<file path="config.mk">
export PLATFORM = sky130hd
export DESIGN_NAME = alu_control_md_flat
export DESIGN_NICKNAME = d
export VERILOG_FILES = /design/src/rtl/alu_pkg.sv /design/src/rtl/alu_control_md_if.sv /design/src/rtl/md_iter_unit.sv /design/src/rtl/alu_control_md.sv /design/src/flat_wrapper.sv
export SDC_FILE = /design/constraint.sdc
export NUM_CORES = 1
export LEC_CHECK = 0
export CAP_MARGIN = 20
export CORE_MARGIN = 2
export CORE_UTILIZATION = 35
export DETAILED_ROUTE_END_ITERATION = 10
export PLACE_DENSITY = 0.59
export REMOVE_ABC_BUFFERS = 1
export SLEW_MARGIN = 20
export SYNTH_ARGS = -nofsm -noshare
export SYNTH_HDL_FRONTEND = slang
export SYNTH_SLANG_ARGS = --single-unit
export TNS_END_PERCENT = 20
</file>
<file path="constraint.sdc">
create_clock -name clk -period 4.4 [get_ports clk]
set_input_delay 0.66 -clock clk [delete_from_list [all_inputs] [get_ports clk]]
set_output_delay 0.66 -clock clk [all_outputs]
set_load 0.05 [all_outputs]
</file>
<file path="src/rtl/alu_pkg.sv">
`default_nettype none
// ------------------------------------------------------------------
// alu_pkg: shared ALU op, class, funct and FSM encodings
// Rev 1.0
// ------------------------------------------------------------------
package alu_pkg;

   localparam logic [3:0] ALU_ADD   = 4'b0000;
   localparam logic [3:0] ALU_SUB   = 4'b0001;
   localparam logic [3:0] ALU_AND   = 4'b0010;
   localparam logic [3:0] ALU_OR    = 4'b0011;
   localparam logic [3:0] ALU_XOR   = 4'b0100;
   localparam logic [3:0] ALU_SLL   = 4'b0101;
   localparam logic [3:0] ALU_SRL   = 4'b0110;
   localparam logic [3:0] ALU_SRA   = 4'b0111;
   localparam logic [3:0] ALU_SLT   = 4'b1000;
   localparam logic [3:0] ALU_SLTU  = 4'b1001;
   localparam logic [3:0] ALU_PASSB = 4'b1010;

   localparam logic [2:0] OP_R   = 3'b000;
   localparam logic [2:0] OP_I   = 3'b001;
   localparam logic [2:0] OP_LUI = 3'b010;
   localparam logic [2:0] OP_BR  = 3'b011;
   localparam logic [2:0] OP_LS  = 3'b100;
   localparam logic [2:0] OP_JMP = 3'b101;

   localparam logic [6:0] F7_BASE = 7'b0000000;
   localparam logic [6:0] F7_ALT  = 7'b0100000;
   localparam logic [6:0] F7_MD   = 7'b0000001;

   localparam logic [2:0] MD_MUL    = 3'b000;
   localparam logic [2:0] MD_MULH   = 3'b001;
   localparam logic [2:0] MD_MULHSU = 3'b010;
   localparam logic [2:0] MD_MULHU  = 3'b011;
   localparam logic [2:0] MD_DIV    = 3'b100;
   localparam logic [2:0] MD_DIVU   = 3'b101;
   localparam logic [2:0] MD_REM    = 3'b110;
   localparam logic [2:0] MD_REMU   = 3'b111;

   localparam logic [1:0] ST_IDLE = 2'b00;
   localparam logic [1:0] ST_BUSY = 2'b01;
   localparam logic [1:0] ST_DONE = 2'b10;

   // funct3 mapping shared by R-type (funct7=0) and I-type arithmetic
   function automatic logic [3:0] base_op(input logic [2:0] f3);
      case (f3)
         3'b000:  base_op = ALU_ADD;
         3'b001:  base_op = ALU_SLL;
         3'b010:  base_op = ALU_SLT;
         3'b011:  base_op = ALU_SLTU;
         3'b100:  base_op = ALU_XOR;
         3'b101:  base_op = ALU_SRL;
         3'b110:  base_op = ALU_OR;
         default: base_op = ALU_AND;
      endcase
   endfunction

endpackage
`default_nettype wire

</file>
<file path="src/rtl/alu_control_md_if.sv">
`default_nettype none
// ------------------------------------------------------------------
// alu_control_md_if: instruction fields/operands in, decode and M results out
// Rev 1.0
// ------------------------------------------------------------------
interface alu_control_md_if #(
   parameter int XLEN = 32
);
   logic [6:0]      funct7_i;
   logic [2:0]      ALU_Op_i;
   logic [2:0]      funct3_i;
   logic [XLEN-1:0] rs1_data_i;
   logic [XLEN-1:0] rs2_data_i;
   logic [3:0]      ALU_Operation_o;
   logic            md_select_o;
   logic [XLEN-1:0] md_result_o;
   logic            stall_o;
   logic            illegal_o;

   modport master (
      output funct7_i, ALU_Op_i, funct3_i, rs1_data_i, rs2_data_i,
      input  ALU_Operation_o, md_select_o, md_result_o, stall_o, illegal_o
   );

   modport slave (
      input  funct7_i, ALU_Op_i, funct3_i, rs1_data_i, rs2_data_i,
      output ALU_Operation_o, md_select_o, md_result_o, stall_o, illegal_o
   );
endinterface
`default_nettype wire

</file>
<file path="src/rtl/md_iter_unit.sv">
`default_nettype none
// ------------------------------------------------------------------
// md_iter_unit: shift-add multiplier / restoring divider datapath, one bit per step
// Rev 1.0
// ------------------------------------------------------------------
module md_iter_unit
   import alu_pkg::*;
#(
   parameter int XLEN = 32
) (
   input  logic            clk,
   input  logic            reset,
   input  logic            start_i,
   input  logic            step_i,
   input  logic [2:0]      funct3_i,
   input  logic [XLEN-1:0] rs1_i,
   input  logic [XLEN-1:0] rs2_i,
   output logic [XLEN-1:0] result_o
);
   logic [XLEN-1:0]   acc_q, acc_d, lo_q, lo_d, opb_q, opb_d, rs1_q, rs1_d;
   logic [2:0]        f3_q, f3_d;
   logic              a_neg_q, a_neg_d, b_neg_q, b_neg_d;
   logic              a_sgn_w, b_sgn_w;
   logic [XLEN:0]     sum_w, shifted_w, diff_w;
   logic [2*XLEN-1:0] prod_w;
   logic [XLEN-1:0]   quo_w, rem_w;

   always_comb begin
      a_sgn_w   = rs1_i[XLEN-1] && (funct3_i inside {MD_MUL, MD_MULH, MD_MULHSU, MD_DIV, MD_REM});
      b_sgn_w   = rs2_i[XLEN-1] && (funct3_i inside {MD_MUL, MD_MULH, MD_DIV, MD_REM});
      sum_w     = {1'b0, acc_q} + (lo_q[0] ? {1'b0, opb_q} : '0);
      shifted_w = {acc_q, lo_q[XLEN-1]};
      diff_w    = shifted_w - {1'b0, opb_q};
      acc_d     = acc_q;
      lo_d      = lo_q;
      opb_d     = opb_q;
      rs1_d     = rs1_q;
      f3_d      = f3_q;
      a_neg_d   = a_neg_q;
      b_neg_d   = b_neg_q;
      if (start_i) begin
         // lo holds multiplier or dividend magnitude, opb the multiplicand or divisor
         acc_d   = '0;
         lo_d    = a_sgn_w ? -rs1_i : rs1_i;
         opb_d   = b_sgn_w ? -rs2_i : rs2_i;
         rs1_d   = rs1_i;
         f3_d    = funct3_i;
         a_neg_d = a_sgn_w;
         b_neg_d = b_sgn_w;
      end else if (step_i) begin
         if (f3_q[2]) begin
            acc_d = diff_w[XLEN] ? shifted_w[XLEN-1:0] : diff_w[XLEN-1:0];
            lo_d  = {lo_q[XLEN-2:0], ~diff_w[XLEN]};
         end else begin
            acc_d = sum_w[XLEN:1];
            lo_d  = {sum_w[0], lo_q[XLEN-1:1]};
         end
      end
   end

   always_ff @(posedge clk) begin
      if (reset) begin
         acc_q   <= '0;
         lo_q    <= '0;
         opb_q   <= '0;
         rs1_q   <= '0;
         f3_q    <= '0;
         a_neg_q <= 1'b0;
         b_neg_q <= 1'b0;
      end else begin
         acc_q   <= acc_d;
         lo_q    <= lo_d;
         opb_q   <= opb_d;
         rs1_q   <= rs1_d;
         f3_q    <= f3_d;
         a_neg_q <= a_neg_d;
         b_neg_q <= b_neg_d;
      end
   end

   // Sign correction; divide-by-zero bypasses it to keep the raw dividend
   always_comb begin
      prod_w = {acc_q, lo_q};
      if (a_neg_q ^ b_neg_q) prod_w = -prod_w;
      quo_w  = (a_neg_q ^ b_neg_q) ? -lo_q : lo_q;
      rem_w  = a_neg_q ? -acc_q : acc_q;
      case (f3_q)
         MD_MUL:                          result_o = prod_w[XLEN-1:0];
         MD_MULH, MD_MULHSU, MD_MULHU:    result_o = prod_w[2*XLEN-1:XLEN];
         MD_DIV, MD_DIVU:                 result_o = (opb_q == '0) ? '1 : quo_w;
         default:                         result_o = (opb_q == '0) ? rs1_q : rem_w;
      endcase
   end
endmodule
`default_nettype wire

</file>
<file path="src/rtl/alu_control_md.sv">
`default_nettype none
// ------------------------------------------------------------------
// alu_control_md: ALU control decode with stalling iterative RV32M unit
// Rev 1.0
// ------------------------------------------------------------------
module alu_control_md
   import alu_pkg::*;
#(
   parameter int XLEN     = 32,
   parameter bit ENABLE_M = 1'b1
) (
   input  logic           clk,
   input  logic           reset,
   alu_control_md_if.slave bus
);
   localparam int CW = $clog2(XLEN);

   logic [1:0]      state_q, state_d;
   logic [CW-1:0]   cnt_q, cnt_d;
   logic [XLEN-1:0] md_result_q, md_result_d, unit_result_w;
   logic            m_op_w, start_w, step_w;
   logic [3:0]      alu_op_w;
   logic            illegal_w;

   assign m_op_w  = ENABLE_M && (bus.ALU_Op_i == OP_R) && (bus.funct7_i == F7_MD);
   assign start_w = (state_q == ST_IDLE) && m_op_w;
   assign step_w  = (state_q == ST_BUSY);

   always_comb begin
      alu_op_w  = ALU_ADD;
      illegal_w = 1'b0;
      case (bus.ALU_Op_i)
         OP_R: begin
            if (m_op_w)
               alu_op_w = ALU_ADD;
            else if (bus.funct7_i == F7_BASE)
               alu_op_w = base_op(bus.funct3_i);
            else if (bus.funct7_i == F7_ALT && bus.funct3_i == 3'b000)
               alu_op_w = ALU_SUB;
            else if (bus.funct7_i == F7_ALT && bus.funct3_i == 3'b101)
               alu_op_w = ALU_SRA;
            else
               illegal_w = 1'b1;
         end
         OP_I: begin
            if (bus.funct3_i == 3'b001) begin
               if (bus.funct7_i == F7_BASE) alu_op_w = ALU_SLL;
               else                         illegal_w = 1'b1;
            end else if (bus.funct3_i == 3'b101) begin
               if (bus.funct7_i == F7_BASE)     alu_op_w = ALU_SRL;
               else if (bus.funct7_i == F7_ALT) alu_op_w = ALU_SRA;
               else                             illegal_w = 1'b1;
            end else begin
               alu_op_w = base_op(bus.funct3_i);
            end
         end
         OP_LUI:        alu_op_w  = ALU_PASSB;
         OP_BR:         alu_op_w  = ALU_SUB;
         OP_LS, OP_JMP: alu_op_w  = ALU_ADD;
         default:       illegal_w = 1'b1;
      endcase
   end

   always_comb begin
      state_d     = state_q;
      cnt_d       = cnt_q;
      md_result_d = md_result_q;
      case (state_q)
         ST_IDLE: begin
            if (m_op_w) begin
               state_d = ST_BUSY;
               cnt_d   = CW'(XLEN - 1);
            end
         end
         ST_BUSY: begin
            if (cnt_q == '0) state_d = ST_DONE;
            else             cnt_d   = cnt_q - 1'b1;
         end
         ST_DONE: begin
            // Core retires on this edge, so never linger and re-issue
            md_result_d = unit_result_w;
            state_d     = ST_IDLE;
         end
         default: state_d = ST_IDLE;
      endcase
   end

   always_ff @(posedge clk) begin
      if (reset) begin
         state_q     <= ST_IDLE;
         cnt_q       <= '0;
         md_result_q <= '0;
      end else begin
         state_q     <= state_d;
         cnt_q       <= cnt_d;
         md_result_q <= md_result_d;
      end
   end

   generate
      if (ENABLE_M) begin : g_md
         md_iter_unit #(.XLEN(XLEN)) u_md (
            .clk      (clk),
            .reset    (reset),
            .start_i  (start_w),
            .step_i   (step_w),
            .funct3_i (bus.funct3_i),
            .rs1_i    (bus.rs1_data_i),
            .rs2_i    (bus.rs2_data_i),
            .result_o (unit_result_w)
         );
      end else begin : g_no_md
         assign unit_result_w = '0;
      end
   endgenerate

   assign bus.ALU_Operation_o = alu_op_w;
   assign bus.illegal_o       = illegal_w;
   assign bus.md_select_o     = (state_q == ST_DONE);
   assign bus.md_result_o     = (state_q == ST_DONE) ? unit_result_w : md_result_q;
   assign bus.stall_o         = (state_q == ST_BUSY) || (start_w && !reset);
endmodule
`default_nettype wire

</file>
<file path="src/flat_wrapper.sv">
// flat-port wrapper written by rule: the top's interface ports become plain ports
module alu_control_md_flat import alu_pkg::*;
#(
   parameter int XLEN     = 32,
   parameter bit ENABLE_M = 1'b1
)
  (clk, reset, bus_funct7_i, bus_ALU_Op_i, bus_funct3_i, bus_rs1_data_i, bus_rs2_data_i, bus_ALU_Operation_o, bus_md_select_o, bus_md_result_o, bus_stall_o, bus_illegal_o);
  alu_control_md_if #(.XLEN(XLEN)) bus_i ();
  input  logic clk;
  input  logic reset;
  input wire logic [$bits(bus_i.funct7_i)-1:0] bus_funct7_i;
  input wire logic [$bits(bus_i.ALU_Op_i)-1:0] bus_ALU_Op_i;
  input wire logic [$bits(bus_i.funct3_i)-1:0] bus_funct3_i;
  input wire logic [$bits(bus_i.rs1_data_i)-1:0] bus_rs1_data_i;
  input wire logic [$bits(bus_i.rs2_data_i)-1:0] bus_rs2_data_i;
  output wire logic [$bits(bus_i.ALU_Operation_o)-1:0] bus_ALU_Operation_o;
  output wire logic [$bits(bus_i.md_select_o)-1:0] bus_md_select_o;
  output wire logic [$bits(bus_i.md_result_o)-1:0] bus_md_result_o;
  output wire logic [$bits(bus_i.stall_o)-1:0] bus_stall_o;
  output wire logic [$bits(bus_i.illegal_o)-1:0] bus_illegal_o;
  assign bus_i.funct7_i = bus_funct7_i;
  assign bus_i.ALU_Op_i = bus_ALU_Op_i;
  assign bus_i.funct3_i = bus_funct3_i;
  assign bus_i.rs1_data_i = bus_rs1_data_i;
  assign bus_i.rs2_data_i = bus_rs2_data_i;
  assign bus_ALU_Operation_o = bus_i.ALU_Operation_o;
  assign bus_md_select_o = bus_i.md_select_o;
  assign bus_md_result_o = bus_i.md_result_o;
  assign bus_stall_o = bus_i.stall_o;
  assign bus_illegal_o = bus_i.illegal_o;
  alu_control_md #(.XLEN(XLEN), .ENABLE_M(ENABLE_M)) u_core (.clk(clk), .reset(reset), .bus(bus_i));
endmodule
</file>
Yosys cells after proc, flatten, opt, wreduce, memory -nomap -nowiden
Index checks and enable logic that the tools add are counted.
{ "totals": {"reg_bits": 172} }
{ "op_classes": {"n_addsub": 8, "n_eq_ne": 23, "n_mux": 43, "n_bitwise": 2, "n_reduce_logical": 26} }
{ "op_table": {"columns": ["operator", "count"], "rows": [
  ["32-bit 2-to-1 mux", 13],
  ["32-bit negator", 4],
  ["32-bit one-hot mux with 3 select lines", 1],
  ["64-bit 2-to-1 mux", 1],
  ["64-bit negator", 1],
  ["32-bit by 32-bit adder with 33-bit output", 1],
  ["33-bit by 32-bit subtractor with 33-bit output", 1],
  ["32-bit zero test", 1],
  ["4-bit one-hot mux with 7 select lines", 1],
  ["4-bit 2-to-1 mux", 6],
  ["3-bit == test (second input constant)", 7],
  ["4-bit one-hot mux with 5 select lines", 1],
  ["3-bit by 2-bit == test with 1-bit output (second input constant)", 6],
  ["4-bit one-hot mux with 4 select lines", 1],
  ["5-bit 2-to-1 mux", 2],
  ["5-bit one-hot mux with 2 select lines", 1],
  ["3-bit by 1-bit == test with 1-bit output (second input constant)", 3],
  ["3-bit zero test", 3],
  ["1-bit 2-to-1 mux", 9],
  ["3-bit 2-to-1 mux", 3],
  ["7-bit by 1-bit == test with 1-bit output (second input constant)", 1],
  ["7-bit by 6-bit == test with 1-bit output (second input constant)", 1],
  ["1-bit logical AND", 7],
  ["7-bit zero test", 1],
  ["other kinds (22)", 26]
]} }

Longest topological paths before layout
Gate-level depths: netlist (run 1).
{ "logic_depth": {"depth_word": 7, "depth_mapped": 15, "ltp_nobuf": 12} }

Modules after synthesis
A second synthesis (run 1) with hierarchy kept.
{ "hier_totals": {"hier_cells": 2064, "area_unflattened_um2": 15456.1} }
{ "modules_own_cells": {"columns": ["mod", "n_inst", "cells_each", "area_each_um2"], "rows": [
  ["md_iter_unit", 1, 1873, 13574.3],
  ["alu_control_md", 1, 191, 1881.8]
]} }

Least setup slack after synthesis (run 1)
Ideal clock, no wire load.
{ "synth_path": {"path_kind": "flip-flop to output port", "startpoint": "reg u_core.g_md.u_md.lo_q[18]", "endpoint": "out bus_md_result_o[5]", "arrival_ns": 3.576, "required_ns": 3.740, "path_slack_ns": 0.164, "stages_incl_launch_ff": 11, "path_buffers": 2, "path_cell_list": "dfxtp_1 -> buf_6 -> or4_4 -> nor4_2 -> nand4_1 -> or3_1 -> buf_2 -> o31ai_2 -> xnor2_1 -> a21oi_1 -> o31ai_1"} }
{ "synth_between": {"elab_chain_cells": 4} }
{ "synth_rtl": {"columns": ["element", "line", "source"], "rows": [
  ["start, declared", "md_iter_unit.sv:20", "logic [XLEN-1:0] acc_q, acc_d, lo_q, lo_d, opb_q, opb_d, rs1_q, rs1_d;"],
  ["start signal, assigned", "md_iter_unit.sv:72", "lo_q <= lo_d;"],
  ["64-bit negator", "md_iter_unit.sv:84", "if (a_neg_q ^ b_neg_q) prod_w = -prod_w;"],
  ["64-bit 2-to-1 mux", "md_iter_unit.sv:84", null],
  ["32-bit one-hot mux with 3 select lines", "md_iter_unit.sv:87", "case (f3_q)"],
  ["32-bit 2-to-1 mux", "alu_control_md.sv:120", "assign bus.md_result_o = (state_q == ST_DONE) ? unit_result_w : md_result_q;"],
  ["end, declared", "flat_wrapper.sv:18", "output wire logic [$bits(bus_i.md_result_o)-1:0] bus_md_result_o;"]
]} }
Every way passes these cells.

Final worst setup path (run 1)
{ "layout_path": {"startpoint": "reg u_core.g_md.u_md.lo_q[18]", "endpoint": "out bus_md_result_o[22]"} }
{ "layout_between": {"elab_chain_cells": 5} }
{ "layout_rtl": {"columns": ["element", "line", "source"], "rows": [
  ["32-bit negator", "md_iter_unit.sv:85", "quo_w = (a_neg_q ^ b_neg_q) ? -lo_q : lo_q;"],
  ["32-bit 2-to-1 mux", "md_iter_unit.sv:85", null],
  ["32-bit 2-to-1 mux", "md_iter_unit.sv:90", "MD_DIV, MD_DIVU: result_o = (opb_q == '0) ? '1 : quo_w;"],
  ["32-bit one-hot mux with 3 select lines (*)", "md_iter_unit.sv:87", null],
  ["32-bit 2-to-1 mux (*)", "alu_control_md.sv:120", null]
]} }
Every way passes the cells marked *; elsewhere a longest branch is shown, timed or not.

==> results.txt, run 1 <==
Worst R2R Path Depth -> 15
DRT antenna net count -> 0
Crit path arrival time -> 3.60 ns
CTS tree -> done
first-pass GRT wire length -> 84.3 mm
ys async rst share -> 0%
Gate Count Post-Synth -> 2110
outcome -> finished, final reports clean
synth unique cells -> 81
synth-to-layout area growth -> 17.4%
Layout Utilization -> 41.5%
Remaining DRCs -> 0
terminus of the critical flop-to-flop path -> u_core.g_md.u_md.acc_q[31]$_SDFFE_PP0P_
synthesis-stage register bit count -> 172
synthesized area per cell -> 7.19 µm²
Int Pwr -> 2520 µW
ranking of synthesized cells by area -> dfxtp_1 (23%), a21oi_1 (6.9%), xor2_1 (6.6%), ha_1 (5.8%), nor2_1 (5.7%)
root buf cell -> clkbuf_16
Congestion Overflow GR -> 0
Die X -> 212 µm
min Tclk post-route -> 4.26 ns
Worst Min Path Start -> u_core.g_md.u_md.rs1_q[1]$_SDFFE_PP0P_
Logic pwr share -> 10.1%
Fmax -> 0.235 GHz
Peak VDD IR -> 261 µV
CTS Buffer Depth -> 2
Syn Std Cell Area -> 15200 µm²
largest net degree at the start of global routing -> 109
share of power burned in registers -> 45.3%
Final Max Tran Viols -> 0
leakage power -> 0.00664 µW
Net Sw Frac -> 26.6%
Fin. Hold Viols -> 0
fin area -> 17800 µm²
number of buffers created by CTS -> 17
Max Cap Viol -> 0
DP Area -> 17200 µm²
overall routed net length -> 53.9 mm
R2R Setup Slk -> 0.53 ns
total core area -> 43000 µm²
Min-Delay Endpoint -> u_core.g_md.u_md.rs1_q[1]$_SDFFE_PP0P_
IO Pins -> 118
average via count per standard cell -> 5.72
starting density of the core -> 35.3%
clock sinks -> 172
DR iter-0 viols -> 1229
critical-path maximum fanout -> 14
H-tree depth -> 4
switching power -> 915 µW
TNS Setup -> 0 ns
worst-margin pin slew -> 1.03 ns
clock group share of total power -> 44.6%
RSZ-0062 raised after global routing -> yes
Die Y -> 212 µm
Synth top cells by count -> nor2_1 (232), a21oi_1 (210), nand2_1 (203)
Reg-to-Reg Start -> u_core.g_md.u_md.lo_q[0]$_SDFFE_PP0P_
WL per Instance -> 19.7 µm
most frequent cell after synthesis -> nor2_1
critical path required time -> 3.74 ns
area leader, netlist -> dfxtp_1
Worst setup EP type -> output port
Post-CTS Setup Repair Bufs -> 0
die footprint -> 45100 µm²
Min-Delay Path Class -> flip-flop to flip-flop
Worst Clk Skew -> 0.0133 ns
number of global-route vias before repair -> 15005
gr usage total -> 23.9%
input/output buffers -> 117
PwrDens -> 193 nW/µm²
GPL Wtd Cong -> 0.953
antenna cells -> 0
hold depth -> 2
Rows -> 76
DR pass1 iterations -> 6
Slew headroom -> 31.5%
Reg clk slew, reported paths -> 0.08 ns
clk_lat worst skew -> 0.46 ns
sequential area share after synthesis -> 22.7%
layout cells sized above 1 -> 8.62%
routed vias -> 15677
Nets -> 2295
EDFF count, synth -> 0
CP startpoint kind -> flip-flop
Synth top area share -> 22.7%
yosys warns -> 0
hold-fix buffer count after cts -> 0
endpoints failing setup -> 0
fin crit share -> 96.8%
DP HPWL -> 40.9 mm
initial antenna violation count -> 0
Post-synth top flop -> dfxtp_1
critical path type -> flip-flop to output port
-- sequential cells by signal, indices dropped and copies added (netlist names) --
register / count
u_core.cnt_q: 5
u_core.state_q: 2
u_core.g_md.u_md.opb_q: 32
u_core.md_result_q: 32
u_core.g_md.u_md.a_neg_q: 1
u_core.g_md.u_md.lo_q: 32
u_core.g_md.u_md.rs1_q: 32
u_core.g_md.u_md.f3_q: 3
u_core.g_md.u_md.b_neg_q: 1
u_core.g_md.u_md.acc_q: 32
-- cell usage in the layout (no fill, tap or decap), types with 10 or more instances in the layout --
| cell type | Yosys | final |
|---|---|---|
| buf_4 | 1 | 75 |
| ha_1 | 70 | 70 |
| clkdlybuf4s50_1 | 0 | 82 |
| o211ai_1 | 13 | 13 |
| or3_1 | 21 | 20 |
| nor3_1 | 56 | 55 |
| xor2_1 | 114 | 113 |
| a221oi_1 | 12 | 10 |
| clkbuf_16 | 0 | 17 |
| a21o_1 | 38 | 38 |
| buf_12 | 0 | 23 |
| o31ai_1 | 33 | 32 |
| o221ai_1 | 12 | 12 |
| a21oi_1 | 210 | 209 |
| nand4_1 | 16 | 16 |
| o41ai_1 | 11 | 10 |
| dfxtp_1 | 172 | 171 |
| nor2_1 | 232 | 230 |
| a31oi_1 | 24 | 24 |
| a211oi_1 | 99 | 99 |
| xnor2_1 | 94 | 93 |
| nand3_1 | 38 | 37 |
| and2_1 | 12 | 11 |
| nor2b_1 | 30 | 29 |
| nand2_1 | 203 | 203 |
| nor4_1 | 25 | 23 |
| and3_1 | 12 | 12 |
| mux2i_1 | 42 | 42 |
| inv_1 | 60 | 60 |
| nand2b_1 | 23 | 22 |
| o21ai_0 | 141 | 138 |
| or4_1 | 10 | 10 |
-- area by class of cell --
| cell class | count | area [µm²] |
|---|---|---|
| clock buffer | 21 | 460 |
| clock inverter | 11 | 109 |
| fill | 4556 | 25200 |
| inverter | 60 | 225 |
| multi-input combinational | 1712 | 11000 |
| sequential | 172 | 3440 |
| tap | 585 | 732 |
| timing repair buffer | 181 | 1860 |
-- power groups by stage --
stage	Clock (µW)	Sequential [µW]	Combinational (µW)
2_1_floorplan	0	1590	157
3_3_place_gp	0	1590	340
3_5_place_dp	0	1590	341
4_1_cts	1560	1560	345
5_1_grt	1620	1560	378
6_report	1530	1560	346
-- metal layers --
metal | GRT usage (%) | part of all wire, %
met4 | 8.61 | 3.0
met2 | 38.8 | 45
met5 | 0 | 0
met1 | 32.4 | 47
met3 | 2.85 | 5.2
-- how the worst max path moves through the flow --
stage / from / to / depth (start not counted)
after global placement: u_core.g_md.u_md.lo_q[18]$_SDFFE_PP0P_ / bus_md_result_o[14] / 10
after CTS: u_core.g_md.u_md.lo_q[18]$_SDFFE_PP0P_ / bus_md_result_o[28] / 10
final: u_core.g_md.u_md.lo_q[18]$_SDFFE_PP0P_ / bus_md_result_o[22] / 9
after floorplan: bus_funct7_i[6] / u_core.g_md.u_md.acc_q[12]$_SDFFE_PP0P_ / 7
after detailed placement: u_core.g_md.u_md.lo_q[18]$_SDFFE_PP0P_ / bus_md_result_o[21] / 10
after global routing: u_core.g_md.u_md.acc_q[0]$_SDFFE_PP0P_ / bus_md_result_o[22] / 12
-- what timing repair did --
| item | 4_1_cts | 5_1_grt |
|---|---|---|
| endpoints found under the setup margin | 6 | 12 |
| cloned | 0 | 0 |
| pin swaps | 0 | 3 |
| gates resized for setup | 3 | 14 |
-- logic make-up (layout without fill, tap and decap cells) --
logic type	after synthesis	count (layout)	synth area share, %
xor+xnor	208	208	12.0
fa+ha+maj	72	72	6.03
mux	48	48	3.21
buf+inv	226	273	5.72
simple gates	712	712	22.1
compound gates	672	672	28.3
flops	172	172	22.7
-- worst max-delay path, cell delays in order (launching register included) --
cell and delay [ns]:
dfxtp_1 0.38, or4_4 0.61, or4_4 0.55, nor4_4 0.24
buf_6 0.21, a21oi_1 0.10, xor2_1 0.17, a2111oi_2 0.57
nor2_1 0.10, buf_4 0.21
-- stage by stage --
stage | power (µW) | std cells | hold WS [ns] | worst slack [ns]
CTS | 3460 | 2742 | 0.459 | 0.00642
global placement | 1930 | 2710 | 0.443 | 0.475
detailed placement | 1940 | 2710 | 0.448 | 0.438
global route | 3560 | 2742 | 0.481 | -0.0394
finish | 3440 | 2742 | 0.458 | 0.141
floorplan | 1750 | 1944 | 0.425 | -1.47
No activity file was read; power rests on OpenSTA's default activity.
==> run 2: changes to the inputs <==
Settings changed: CORE_UTILIZATION 35 to 50, PLACE_DENSITY 0.59 to 0.77.
Clock period 4.4 ns to 4.1 ns, I/O delays scaled along.
==> run 2 against run 1 <==
Compared with the run above: the flow now finishes with violations (setup timing); final cell count decreased by 6.0%; clock skew shrank 0.00082 ns; sequential cell count stayed put; clock-buffer cell count down 3; setup slack got worse by 0.17 ns; via count rose by 3.3%; non-clock buffer count up 30; total power is 11% higher; clock power increased by 14%; first-iteration DRC count down 0.41%.
==> results.txt, run 2 (synthesized netlist as in run 1, its figures left out) <==
clock sinks -> 172 (unchanged)
total core area -> 29800 µm² (was 43000 µm²)
largest net degree at the start of global routing -> 136 (was 109)
Post-Layout Cell Count -> 2577 (was 2742)
CTS tree -> done (unchanged)
delay-heaviest family, CP -> simple AND/OR/NAND/NOR gates (unchanged)
critical-path maximum fanout -> 10 (was 14)
Hold WS -> 0.455 ns (was 0.458 ns)
failing checks -> setup timing
hold-fix buffer count after cts -> 0 (unchanged)
GPL Wtd Cong -> 0.963 (was 0.953)
root buf cell -> clkbuf_16 (unchanged)
overall routed net length -> 52.1 mm (was 53.9 mm)
first-pass GRT wire length -> 81.3 mm (was 84.3 mm)
Fin. Hold Viols -> 0 (unchanged)
commonest non-fill, non-tap cell in the layout -> nor2_1 (unchanged)
number of global-route vias before repair -> 15285 (was 15005)
min Tclk post-route -> 4.13 ns
DR pass1 iterations -> 9 (was 6)
die footprint -> 31800 µm² (was 45100 µm²)
Rows -> 63 (was 76)
Placed Cells -> 2539 (was 2710)
Slew headroom -> 35.7% (was 31.5%)
fin crit share -> 101%
TNS Setup -> -0.0267 ns (was 0 ns)
Min-Delay Path Class -> flip-flop to flip-flop (unchanged)
most frequent cells in the layout -> nor2_1 (230), a21oi_1 (209), nand2_1 (203) (unchanged)
worst path buffer plus inverter count -> 2 (unchanged)
Fill cells -> 2719 (was 4556)
fin worst setup slack -> -0.0267 ns (was 0.141 ns)
IO Pins -> 118 (unchanged)
gr usage total -> 32.4% (was 23.9%)
Reg clk slew, reported paths -> 0.08 ns (about the same)
slowest cell delay on critical path -> 0.58 ns (was 0.61 ns)
RSZ-0062 raised after global routing -> yes (unchanged)
Congestion Overflow GR -> 0 (unchanged)
outcome -> complete, but fails checks (was finished, final reports clean)
input/output buffers -> 117 (unchanged)
CP startpoint kind -> flip-flop (unchanged)
leakage power -> 0.00687 µW (was 0.00664 µW)
antenna cells -> 0 (unchanged)
Nets -> 2325 (was 2295)
WL per Instance -> 20.2 µm (was 19.7 µm)
initial antenna violation count -> 0 (unchanged)
CTS Buffer Depth -> 2 (unchanged)
Remaining DRCs -> 0 (unchanged)
worst-margin pin slew -> 0.960 ns (was 1.03 ns)
most frequent CP cell -> or4_4 (unchanged)
CP Cell Sequence -> or4_4, or4_4, nor4_4, buf_12, and2_4, a21oi_1, xor2_1, a2111oi_2, nor2_1, buf_6 (was or4_4, or4_4, nor4_4, buf_6, a21oi_1, xor2_1, a2111oi_2, nor2_1, buf_4)
Crit path arrival time -> 3.51 ns (was 3.60 ns)
Die X -> 178 µm (was 212 µm)
layout cells sized above 1 -> 10.9% (was 8.62%)
Worst setup EP type -> output port (unchanged)
DP HPWL -> 38.7 mm (was 40.9 mm)
starting density of the core -> 50.9% (was 35.3%)
Die Y -> 178 µm (was 212 µm)
CP max stage cell -> or4_4 (unchanged)
synth-to-layout area growth -> 17.9% (was 17.4%)
number of buffers created by CTS -> 17 (unchanged)
average via count per standard cell -> 6.28 (was 5.72)
PwrDens -> 212 nW/µm² (was 193 nW/µm²)
critical path type -> flip-flop to output port (unchanged)
DR iter-0 viols -> 1224 (was 1229)
Max Cap Viol -> 0 (unchanged)
Worst Clk Skew -> 0.0124 ns (was 0.0133 ns)
clk_lat worst skew -> 0.46 ns (about the same)
Fmax -> 0.242 GHz
Peak VDD IR -> 299 µV (was 261 µV)
endpoints failing setup -> 1 (was 0)
Final Max Tran Viols -> 0 (unchanged)
routed vias -> 16195 (was 15677)
DRT antenna net count -> 0 (unchanged)
H-tree depth -> 4 (unchanged)
critical path required time -> 3.48 ns (was 3.74 ns)
==> run 2: cell types whose count changed in the layout (fill, tap and decap cells not counted), moves of 3 or more <==
cell        before  now
buf_4           75  107
nor3_1          55   48
nor3_2           1    8
buf_12          23   20
clkinvlp_4       4    1
inv_6            3    6
o41ai_1         10    7
o41ai_2          1    4
==> run 2: cell type report <==
| type | instances | area, µm² | area share, % |
|---|---|---|---|
| Inverter | 60 | 225 | 1.26 |
| Sequential cell | 172 | 3450 | 19.3 |
| Clock buffer | 18 | 429 | 2.40 |
| Tap cell | 390 | 488 | 2.73 |
| Multi-Input combinational cell | 1712 | 11100 | 61.9 |
| Timing Repair Buffer | 211 | 2050 | 11.4 |
| Clock inverter | 14 | 180 | 1.01 |
==> run 2: path summary, 6_finish.rpt <==
check                                                from                                      end  slack [ns]  cells past startpoint
setup / recovery   u_core.g_md.u_md.lo_q[18]$_SDFFE_PP0P_                      bus_md_result_o[28]       -0.03                     10
hold / removal    u_core.g_md.u_md.rs1_q[30]$_SDFFE_PP0P_  u_core.g_md.u_md.rs1_q[30]$_SDFFE_PP0P_        0.46                      2
setup reg to reg    u_core.g_md.u_md.lo_q[0]$_SDFFE_PP0P_  u_core.g_md.u_md.acc_q[31]$_SDFFE_PP0P_        0.32                     14
hold reg to reg   u_core.g_md.u_md.rs1_q[30]$_SDFFE_PP0P_  u_core.g_md.u_md.rs1_q[30]$_SDFFE_PP0P_        0.46                      2
==> run 2: worst register-to-register path, cell delays in order, from the launching register on <==
cell	delay (ns)
dfxtp_1	0.39
and2_1	0.19
ha_1	0.22
fa_1	0.43
a211o_1	0.33
a211oi_1	0.28
o31ai_1	0.19
a2111oi_0	0.44
buf_4	0.20
o21ai_0	0.07
buf_4	0.16
a211oi_1	0.27
o21ai_0	0.13
a211oi_1	0.28
a211oi_1	0.08
==> run 2: stage by stage <==
| stage | util, % | instance area (µm²) | worst slack [ns] | total power (µW) |
|---|---|---|---|---|
| after floorplan | - | 14500 | -1.72 | 1880 |
| after global placement | 57.2 | 17100 | 0.272 | 2070 |
| after detailed placement | 57.2 | 17100 | 0.239 | 2080 |
| after CTS | 59.6 | 17800 | -0.00680 | 3800 |
| after global routing | 60.1 | 17900 | -0.0871 | 3890 |
| final | 60.1 | 17900 | -0.0267 | 3800 |
==> run 2: report_power, final <==
part / leakage, µW / switching [µW] / internal [µW]
combinational: 0.00519 / 212 / 165
sequential: 0.00139 / 1.79 / 1670
clock: 0.000298 / 779 / 974
==> run 2: what timing repair did <==
| action | in CTS | in global routing |
|---|---|---|
| setup buffers | 2 | 4 |
| cloned | 0 | 0 |
| pin swaps | 4 | 5 |
| hold endpoints to repair | 0 | 0 |
| setup endpoints to repair | 18 | 25 |
| resized for setup | 16 | 24 |
==> run 2: layer usage <==
metal,global-route usage (%),routed length [µm],vias up
met4,12.0,1920,0
met1,42.0,21900,7572
met2,53.9,24100,749
li1,-,-,7723
met5,0,0,-
met3,5.33,4160,151
